<file path="config.mk">
export PLATFORM = sky130hd
export DESIGN_NAME = csc_row_seq
export DESIGN_NICKNAME = d
export VERILOG_FILES = /design/src/rtl/csc_row_seq.sv
export SDC_FILE = /design/constraint.sdc
export NUM_CORES = 1
export LEC_CHECK = 0
export ABC_AREA = 1
export BUFFER_PORTS_ARGS = -buffer_cell sky130_fd_sc_hd__buf_2
export CAP_MARGIN = 20
export CORE_MARGIN = 5
export CORE_UTILIZATION = 50
export DETAILED_ROUTE_END_ITERATION = 8
export PLACE_DENSITY = 0.84
export REMOVE_ABC_BUFFERS = 1
export SKIP_CTS_REPAIR_TIMING = 1
export SLEW_MARGIN = 40
export SYNTH_ARGS = -nofsm -noshare
export SYNTH_HDL_FRONTEND = slang
export SYNTH_SLANG_ARGS = --single-unit
</file>
<file path="constraint.sdc">
create_clock -name clk -period 3.2 [get_ports clk]
set_input_delay 0.32 -clock clk [delete_from_list [all_inputs] [get_ports clk]]
set_output_delay 0.32 -clock clk [all_outputs]
set_load 0.005 [all_outputs]
</file>
<file path="src/rtl/csc_row_seq.sv">
// csc_row_seq: row sequencer for the circulant CSC matrix store.
// Takes one first-row descriptor (1..4 complex nonzeros and their columns) and
// streams all MAT_RANK*nnz nonzeros as (row, col, value) beats. Row r uses the
// first-row columns rotated by r.
// Optional feature macro: CSC_SEQ_PERF_EN adds the stall_cnt output.
// Ports:
//   clk, rst_n                      clock, async active-low reset
//   cfg_vld/cfg_rdy                 descriptor handshake
//   cfg_nnz, cfg_col, cfg_val_i/r   descriptor payload (slot k at k*width)
//   cfg_err                         1-cycle pulse on accepted illegal nnz
//   out_vld/out_rdy                 beat handshake
//   out_row, out_col, out_val_i/r   beat payload
//   out_last_row, out_last          last nonzero of row / of matrix
//   stall_cnt                       (CSC_SEQ_PERF_EN) out_vld&!out_rdy cycles
//   busy                            high while streaming
module csc_row_seq #(
    parameter  int unsigned MAT_RANK = 256,
    localparam int unsigned INDEX_W  = $clog2(MAT_RANK)
) (
    input  logic                   clk,
    input  logic                   rst_n,
    input  logic                   cfg_vld,
    output logic                   cfg_rdy,
    input  logic [2:0]             cfg_nnz,
    input  logic [4*INDEX_W-1:0]   cfg_col,
    input  logic [127:0]           cfg_val_i,
    input  logic [127:0]           cfg_val_r,
    output logic                   cfg_err,
    output logic                   out_vld,
    input  logic                   out_rdy,
    output logic [INDEX_W-1:0]     out_row,
    output logic [INDEX_W-1:0]     out_col,
    output logic [31:0]            out_val_i,
    output logic [31:0]            out_val_r,
    output logic                   out_last_row,
    output logic                   out_last,
`ifdef CSC_SEQ_PERF_EN
    output logic [31:0]            stall_cnt,
`endif
    output logic                   busy
);

    localparam logic [INDEX_W-1:0] ROW_LAST = INDEX_W'(MAT_RANK - 1);

    typedef enum logic {ST_IDLE, ST_EMIT} state_t;

    state_t                    r_state, w_state_nxt;
    logic [2:0]                r_nnz, w_nnz_nxt;
    logic [3:0][INDEX_W-1:0]   r_col, w_col_nxt;
    logic [3:0][31:0]          r_val_i, w_val_i_nxt;
    logic [3:0][31:0]          r_val_r, w_val_r_nxt;
    logic [1:0]                r_k, w_k_nxt;
    logic                      r_cfg_rdy, w_cfg_rdy_nxt;
    logic                      r_cfg_err, w_cfg_err_nxt;
    logic                      r_out_vld, w_out_vld_nxt;
    logic [INDEX_W-1:0]        r_out_row, w_out_row_nxt;
    logic [INDEX_W-1:0]        r_out_col, w_out_col_nxt;
    logic [31:0]               r_out_vi, w_out_vi_nxt;
    logic [31:0]               r_out_vr, w_out_vr_nxt;
    logic                      r_out_last_row, w_out_last_row_nxt;
    logic                      r_out_last, w_out_last_nxt;
    logic                      r_busy, w_busy_nxt;

    logic [3:0][INDEX_W-1:0]   w_cfg_col;
    logic [3:0][31:0]          w_cfg_vi;
    logic [3:0][31:0]          w_cfg_vr;
    logic [1:0]                w_kmax;
    logic                      w_nnz_ok;
    logic                      w_cfg_fire;

    assign w_cfg_col  = cfg_col;
    assign w_cfg_vi   = cfg_val_i;
    assign w_cfg_vr   = cfg_val_r;
    assign w_kmax     = 2'(r_nnz - 3'd1);
    assign w_nnz_ok   = (cfg_nnz != 3'd0) && (cfg_nnz <= 3'd4);
    assign w_cfg_fire = cfg_vld && r_cfg_rdy;

    // Next-state and next-output logic; every register holds unless updated.
    always_comb begin
        w_state_nxt        = r_state;
        w_nnz_nxt          = r_nnz;
        w_col_nxt          = r_col;
        w_val_i_nxt        = r_val_i;
        w_val_r_nxt        = r_val_r;
        w_k_nxt            = r_k;
        w_cfg_rdy_nxt      = r_cfg_rdy;
        w_cfg_err_nxt      = 1'b0;
        w_out_vld_nxt      = r_out_vld;
        w_out_row_nxt      = r_out_row;
        w_out_col_nxt      = r_out_col;
        w_out_vi_nxt       = r_out_vi;
        w_out_vr_nxt       = r_out_vr;
        w_out_last_row_nxt = r_out_last_row;
        w_out_last_nxt     = r_out_last;
        w_busy_nxt         = r_busy;

        case (r_state)
            ST_IDLE: begin
                if (w_cfg_fire) begin
                    w_nnz_nxt   = cfg_nnz;
                    w_col_nxt   = w_cfg_col;
                    w_val_i_nxt = w_cfg_vi;
                    w_val_r_nxt = w_cfg_vr;
                    if (w_nnz_ok) begin
                        // Preload beat (row 0, slot 0) so it is valid next cycle.
                        w_state_nxt        = ST_EMIT;
                        w_k_nxt            = 2'd0;
                        w_cfg_rdy_nxt      = 1'b0;
                        w_busy_nxt         = 1'b1;
                        w_out_vld_nxt      = 1'b1;
                        w_out_row_nxt      = '0;
                        w_out_col_nxt      = w_cfg_col[0];
                        w_out_vi_nxt       = w_cfg_vi[0];
                        w_out_vr_nxt       = w_cfg_vr[0];
                        w_out_last_row_nxt = (cfg_nnz == 3'd1);
                        w_out_last_nxt     = 1'b0;
                    end else begin
                        w_cfg_err_nxt = 1'b1;
                    end
                end
            end
            ST_EMIT: begin
                if (out_rdy) begin
                    if (r_out_last) begin
                        w_state_nxt        = ST_IDLE;
                        w_cfg_rdy_nxt      = 1'b1;
                        w_busy_nxt         = 1'b0;
                        w_out_vld_nxt      = 1'b0;
                        w_out_last_row_nxt = 1'b0;
                        w_out_last_nxt     = 1'b0;
                    end else begin
                        if (r_k == w_kmax) begin
                            w_k_nxt       = 2'd0;
                            w_out_row_nxt = r_out_row + INDEX_W'(1);
                        end else begin
                            w_k_nxt       = r_k + 2'd1;
                        end
                        // Rotation relies on natural INDEX_W wrap for mod MAT_RANK.
                        w_out_col_nxt      = r_col[w_k_nxt] + w_out_row_nxt;
                        w_out_vi_nxt       = r_val_i[w_k_nxt];
                        w_out_vr_nxt       = r_val_r[w_k_nxt];
                        w_out_last_row_nxt = (w_k_nxt == w_kmax);
                        w_out_last_nxt     = (w_k_nxt == w_kmax) && (w_out_row_nxt == ROW_LAST);
                    end
                end
            end
            default: w_state_nxt = ST_IDLE;
        endcase
    end

    // State and output registers.
    always_ff @(posedge clk or negedge rst_n) begin
        if (!rst_n) begin
            r_state        <= ST_IDLE;
            r_nnz          <= '0;
            r_col          <= '0;
            r_val_i        <= '0;
            r_val_r        <= '0;
            r_k            <= '0;
            r_cfg_rdy      <= 1'b1;
            r_cfg_err      <= 1'b0;
            r_out_vld      <= 1'b0;
            r_out_row      <= '0;
            r_out_col      <= '0;
            r_out_vi       <= '0;
            r_out_vr       <= '0;
            r_out_last_row <= 1'b0;
            r_out_last     <= 1'b0;
            r_busy         <= 1'b0;
        end else begin
            r_state        <= w_state_nxt;
            r_nnz          <= w_nnz_nxt;
            r_col          <= w_col_nxt;
            r_val_i        <= w_val_i_nxt;
            r_val_r        <= w_val_r_nxt;
            r_k            <= w_k_nxt;
            r_cfg_rdy      <= w_cfg_rdy_nxt;
            r_cfg_err      <= w_cfg_err_nxt;
            r_out_vld      <= w_out_vld_nxt;
            r_out_row      <= w_out_row_nxt;
            r_out_col      <= w_out_col_nxt;
            r_out_vi       <= w_out_vi_nxt;
            r_out_vr       <= w_out_vr_nxt;
            r_out_last_row <= w_out_last_row_nxt;
            r_out_last     <= w_out_last_nxt;
            r_busy         <= w_busy_nxt;
        end
    end

`ifdef CSC_SEQ_PERF_EN
    logic [31:0] r_stall_cnt;

    // Saturating stall counter, restarted by every accepted descriptor.
    always_ff @(posedge clk or negedge rst_n) begin
        if (!rst_n) begin
            r_stall_cnt <= '0;
        end else if (w_cfg_fire) begin
            r_stall_cnt <= '0;
        end else if (r_out_vld && !out_rdy && (r_stall_cnt != 32'hFFFF_FFFF)) begin
            r_stall_cnt <= r_stall_cnt + 32'd1;
        end
    end

    assign stall_cnt = r_stall_cnt;
`endif

    assign cfg_rdy      = r_cfg_rdy;
    assign cfg_err      = r_cfg_err;
    assign out_vld      = r_out_vld;
    assign out_row      = r_out_row;
    assign out_col      = r_out_col;
    assign out_val_i    = r_out_vi;
    assign out_val_r    = r_out_vr;
    assign out_last_row = r_out_last_row;
    assign out_last     = r_out_last;
    assign busy         = r_busy;

endmodule

</file>
After elaboration in Yosys (flattened, before gate mapping)
Index checks and enable logic that the tools add are counted.
{"block": "classes", "eq_ne": 9, "order_cmp": 2, "mux": 65, "add_sub_neg": 4, "n_bitwise": 1, "n_reduce_logical": 8}
{"cell": "$mux W32", "count": 10}
{"cell": "$bmux W32 S2", "count": 2}
{"cell": "$pmux W32 S2", "count": 2}
{"cell": "$mux W8", "count": 13}
{"cell": "$pmux W8 S2", "count": 2}
{"cell": "$mux W1", "count": 21}
{"cell": "$bmux W8 S2", "count": 1}
{"cell": "$mux W2", "count": 8}
{"cell": "$pmux W1 S2", "count": 5}
{"cell": "$add A8 B1 Y8 const B", "count": 1}
{"cell": "$add A8 B8 Y8", "count": 1}
{"cell": "$eq A8 B8 Y1 const B", "count": 1}
{"cell": "$ne A2 B2 Y1 const B", "count": 4}
{"cell": "$reduce_and A4 Y1", "count": 2}
{"cell": "$eq A2 B2 Y1", "count": 2}
{"cell": "$pmux W2 S2", "count": 1}
{"cell": "$eq A3 B1 Y1 const B", "count": 1}
{"cell": "$le A3 B3 Y1 const B", "count": 1}
{"cell": "$logic_and A1 B1 Y1", "count": 3}
{"cell": "$lt A2 B3 Y1 const B", "count": 1}
{"cell": "$reduce_and A3 Y1", "count": 1}
{"cell": "$reduce_bool A3 Y1", "count": 1}
{"cell": "$add A2 B1 Y2 const B", "count": 1}
{"cell": "$ne A2 B1 Y1 const B", "count": 1}
{"cell": "other kinds (3)", "count": 3}
{"block": "word_totals", "reg_bits": 378}

Logic depth before layout (Yosys ltp)
{"block": "logic_depth", "ltp_word": 12, "depth_mapped": 22}

Worst setup path after synthesis
Ideal clock, no wire load.
{"block": "synth_path", "kind": "reg-to-reg", "startpoint": "register r_k[0]", "endpoint": "register r_out_col[6] (netlist: out_col[6])", "setup_ps": 124, "path_slack_ps": 192, "path_stages_with_launch": 23, "period_less_slack_ps": 3008, "arrival_ps": 2884, "cell_sequence": "dfrtp_1 -> inv_4 -> nand2_1 -> nand2_2 -> nand3_4 -> nand2_8 -> buf_6 -> buf_8 -> buf_4 -> nor2_1 -> o22ai_1 -> ha_1 -> inv_1 -> fa_1 -> nand3b_1 -> nand2_1 -> nand2_1 -> nand2_1 -> a21oi_1 -> xor2_1 -> nand2_1 -> o211ai_1 -> nand2_1"}
{"block": "synth_via", "elab_chain_len": 11, "word_cells_on_any_way": 16, "cone_classes": "add/sub: 2; eq/ne: 1; mux: 13"}
{"element": "from (decl)", "line": "52", "source": "logic [1:0] r_k, w_k_nxt;"}
{"element": "from (signal assigned)", "line": "176", "source": "r_k <= w_k_nxt;"}
{"element": "$add A2 B1 Y2 or $eq A2 B2 Y1 (tied branches)", "line": "136, 132"}
{"element": "$mux W2", "line": "132", "source": "if (r_k == w_kmax) begin"}
{"element": "$mux W2", "line": "124", "source": "if (r_out_last) begin"}
{"element": "$mux W2", "line": "123", "source": "if (out_rdy) begin"}
{"element": "$mux W2", "line": "97", "source": "case (r_state)"}
{"element": "$bmux W8 S2", "line": "139", "source": "w_out_col_nxt = r_col[w_k_nxt] + w_out_row_nxt;"}
{"element": "$mux W8 (not written as such)", "line": "139"}
{"element": "$add A8 B8 Y8 (*)", "line": "139"}
{"element": "$mux W8 (*)", "line": "124"}
{"element": "$mux W8 (*)", "line": "123"}
{"element": "$pmux W8 S2 (*)", "line": "97"}
{"element": "to (signal assigned)", "line": "181", "source": "r_out_col <= w_out_col_nxt;"}
{"element": "to (decl)", "line": "57", "source": "logic [INDEX_W-1:0] r_out_col, w_out_col_nxt;"}
Every way passes the cells marked *; elsewhere a longest branch is shown, timed or not. The select of a mux whose other input is x is not followed.
A chain may end at the register's enable or synchronous reset.

Worst setup path in the final report
{"block": "layout_path", "startpoint": "register r_nnz[0]", "endpoint": "register r_out_col[6] (netlist: out_col[6])"}
{"block": "layout_via", "elab_chain_len": 12, "word_cells_on_any_way": 16, "cone_classes": "add/sub: 2; eq/ne: 1; mux: 13"}
{"element": "from (decl)", "line": "48", "source": "logic [2:0] r_nnz, w_nnz_nxt;"}
{"element": "from (signal assigned)", "line": "172", "source": "r_nnz <= w_nnz_nxt;"}
{"element": "$sub A2 B1 Y2 (*)", "line": "74", "source": "assign w_kmax = 2'(r_nnz - 3'd1);"}
{"element": "$eq A2 B2 Y1 (*)", "line": "132"}
{"element": "$mux W2", "line": "132"}
{"element": "$mux W2", "line": "124"}
{"element": "$mux W2", "line": "123"}
{"element": "$mux W2", "line": "97"}
{"element": "$bmux W8 S2", "line": "139"}
{"element": "$mux W8 (not written as such)", "line": "139"}
{"element": "$add A8 B8 Y8 (*)", "line": "139"}
{"element": "$mux W8 (*)", "line": "124"}
{"element": "$mux W8 (*)", "line": "123"}
{"element": "$pmux W8 S2 (*)", "line": "97"}
Marked as above.

==> out/qor.csv <==
stage;metric;value;unit
grt;total gr overflow;0;
timing;Hold Violations, Final;0;
timing;Setup Skew;0.0212;ns
yosys;gate count after technology mapping;1745;
floorplan;Die ar.;0.0391;mm2
critical_path;WP data required;3.62;ns
critical_path;Crit Path Class;reg -> reg;
clock_tree;Reg clk slew, reported paths;0.06;ns
place;Placed Cells;2498;
cells_and_area;most common cell after layout, fill and taps aside;buf_2;
grt;gr usage total;24.8;%
cells_and_area;Layout area overhead;21.2;%
timing;Final Max Slew Viols;0;
floorplan;Die Y;198;um
drt;wire per inst;19.4;um
power_and_ir_drop;maximum vdd drop;0.729;mV
clock_tree;TritonCTS Sinks;378;
clock_tree;CTS tree;yes;
place;gp weighted congestion;0.941;
critical_path;critical path data arrival time;3.42;ns
timing;hold_ws;0.0123;ns
power_and_ir_drop;Final Total Pwr;18.1;mW
yosys;Avg Inst Size Synth;10.1;um2
timing;Final setup viols;0;
yosys;Seq/Total Area, Yosys;53.7;%
cells_and_area;commonest cells after routing, fill and taps aside;buf_2, dfrtp_1, nand2_1;
floorplan;Ports;381;
timing;final period utilization;93.6;%
yosys;Mapped Area;0.0176;mm2
yosys;yosys warns;0;
place;DPL Wire Length;33500;um
cells_and_area;layout net count;2398;
critical_path;type of origin of the critical path;flop;
grt;vias in the first global route;15200;
floorplan;# rows;68;
grt;first-pass GRT wire length;79000;um
drt;Avg Vias per Cell;5.67;
run;max cap viols;0;
grt;largest net degree at the start of global routing;82;
place;IO Port Bufs;380;
clock_tree;Max Buffers Root-to-Sink;3;
timing;RSZ-0062 raised after global routing;yes;
floorplan;core outline area;0.0347;mm2
grt;initial antenna violation count;4;
power_and_ir_drop;P_leak;10.9;nW
critical_path;Max FO, Critical Path;10;
drt;Iteration-0 DRC Markers;1200;
cells_and_area;Post-Layout Cell Count;2585;
floorplan;Die X;198;um
drt;Vias;14700;
cells_and_area;proportion of layout cells with a drive suffix above 1;35.0;%
timing;f_max;334;MHz
clock_tree;H-Tree Depth;2;
drt;DRC;0;
timing;Max transition margin;48.0;%
power_and_ir_drop;PD cells;848;mW/mm2
timing;Slew @ Worst Pin;0.780;ns
timing;min Tclk post-route;3.00;ns
clock_tree;CTS buffer count;41;
clock_tree;Root Buffer;clkbuf_16;
cells_and_area;Filler cells;2719;
critical_path;crit end category;flop;
drt;Routed WL;50300;um
clock_tree;latest clock arrival within the worst-skew pair;0.54;ns
min_path;hold crit path type;in -> reg;
drt;TritonRoute pass-1 iters;5;
status;status;finished clean;
yosys;Cell variety after synth;43;
yosys;Seq cells post-synth;378;
floorplan;Initial Util;50.8;%
drt;Final ANT Viol Nets;0;
-- cell usage after synthesis --
cell / count / area (um2)
a21oi_1: 78 / 390
a21oi_2: 10 / 87.6
a22o_1: 1 / 8.76
a22oi_1: 3 / 22.5
a2bb2oi_1: 6 / 52.6
a31oi_1: 7 / 43.8
buf_1: 4 / 15.0
buf_2: 51 / 255
buf_4: 6 / 45.0
buf_6: 12 / 135
buf_8: 1 / 15.0
clkbuf_1: 45 / 169
dfrtp_1: 377 / 9430
dfstp_2: 1 / 26.3
fa_1: 1 / 20.0
ha_1: 8 / 100
inv_1: 107 / 402
inv_2: 6 / 22.5
inv_4: 2 / 12.5
mux2_2: 213 / 2400
nand2_1: 239 / 897
nand2_2: 6 / 37.5
nand2_4: 2 / 22.5
nand2_8: 1 / 20.0
nand3_1: 19 / 95.1
nand3_4: 1 / 17.5
nand3b_1: 2 / 15.0
nand4_1: 4 / 25.0
nand4_2: 1 / 12.5
nor2_1: 112 / 420
nor2_2: 2 / 12.5
o211ai_1: 59 / 443
o211ai_2: 1 / 12.5
o21a_1: 2 / 15.0
o21a_2: 1 / 8.76
o21ai_0: 144 / 721
o21ai_1: 130 / 651
o21ai_4: 1 / 16.3
o221ai_1: 1 / 8.76
o22ai_1: 14 / 87.6
or2_0: 53 / 332
xor2_1: 10 / 87.6
xor2_2: 1 / 16.3
-- state kept, by name, summed over array words and instances (netlist names) --
name and flops:
cfg_err 1, r_col 32, out_col 8, out_last 1
r_k 2, r_val_r 128, r_val_i 128, r_nnz 2
busy 1, out_last_row 1, r_state 1, out_val_i 32
cfg_rdy 1, out_val_r 32, out_row 8
-- report_power, final --
part	internal (mW)	total [mW]	leakage [nW]	switching, mW
registers	5.72	6.30	4.84	0.577
clock network	2.95	4.89	0.688	1.94
logic	2.69	6.94	5.39	4.25
total	11.4	18.1	10.9	6.76
-- cell type report --
| type | count | area [um2] | area share [%] |
|---|---|---|---|
| Multi-Input combinational cell | 1134 | 7150 | 33.5 |
| Antenna cell | 4 | 10.0 | 0.0468 |
| Timing Repair Buffer | 424 | 2340 | 11.0 |
| Clock inverter | 15 | 181 | 0.849 |
| Clock buffer | 60 | 1210 | 5.66 |
| Tap cell | 455 | 569 | 2.66 |
| Sequential cell | 378 | 9460 | 44.3 |
| Inverter | 115 | 444 | 2.08 |
-- worst max-delay path, cell delays in order (launching register included) --
cell      delay (ns)
dfrtp_1         0.43
inv_2           0.09
nand2_1         0.10
nand3_2         0.11
nand3_4         0.14
nand2_8         0.10
inv_4           0.09
o21ai_0         0.10
o22ai_1         0.23
ha_2            0.21
inv_1           0.05
fa_2            0.35
nand3b_1        0.18
nand2_1         0.09
nand2_1         0.08
nand2_1         0.07
a21oi_1         0.07
xor2_1          0.18
nand2_1         0.07
o211ai_1        0.08
nand2_1         0.07
-- cells by family after synthesis --
kind of cell | Yosys count | share of synthesized area (%)
AOI/OAI and AO/OA | 458 | 14.6
xor gates and xnor gates | 11 | 0.589
adders and majority gates | 9 | 0.681
buffers and inverters | 234 | 6.08
DFF | 378 | 53.7
muxes | 213 | 13.6
and+or+nand+nor | 442 | 10.8
-- routing by layer --
layer,wire [um],vias to the layer above,track usage (%)
met3,4350,149,4.78
met4,1850,0,9.46
met5,0,-,0
li1,-,6599,-
met2,24400,776,40.9
met1,19600,7137,32.9
-- worst paths after layout --
check | from | to | slack, ns | cells after the start
setup / recovery | r_nnz[0] | out_col[6] | 0.20 | 20
hold / removal | cfg_val_i[90] | r_val_i[90] | 0.01 | 2
setup reg to reg | r_nnz[0] | out_col[6] | 0.20 | 20
hold reg to reg | out_val_i[12] | out_val_i[12] | 0.47 | 2
max in group asynchronous | rst_n | r_val_r[56] | 1.76 | 4
min in group asynchronous | rst_n | r_val_r[42] | 0.38 | 2
-- metrics by stage --
stage                     utilization (%)  setup TNS, ns  worst slack, ns  cell area (um2)
after floorplan                         -       -2609.08            -9.09            17000
after global placement               57.1              0            0.286            19800
after detailed placement             57.1              0           0.0804            19800
after CTS                            61.1              0           0.0191            21200
after global routing                 61.6        -0.0687          -0.0401            21400
final                                61.6              0            0.204            21400
No activity file was read; power rests on OpenSTA's default activity.
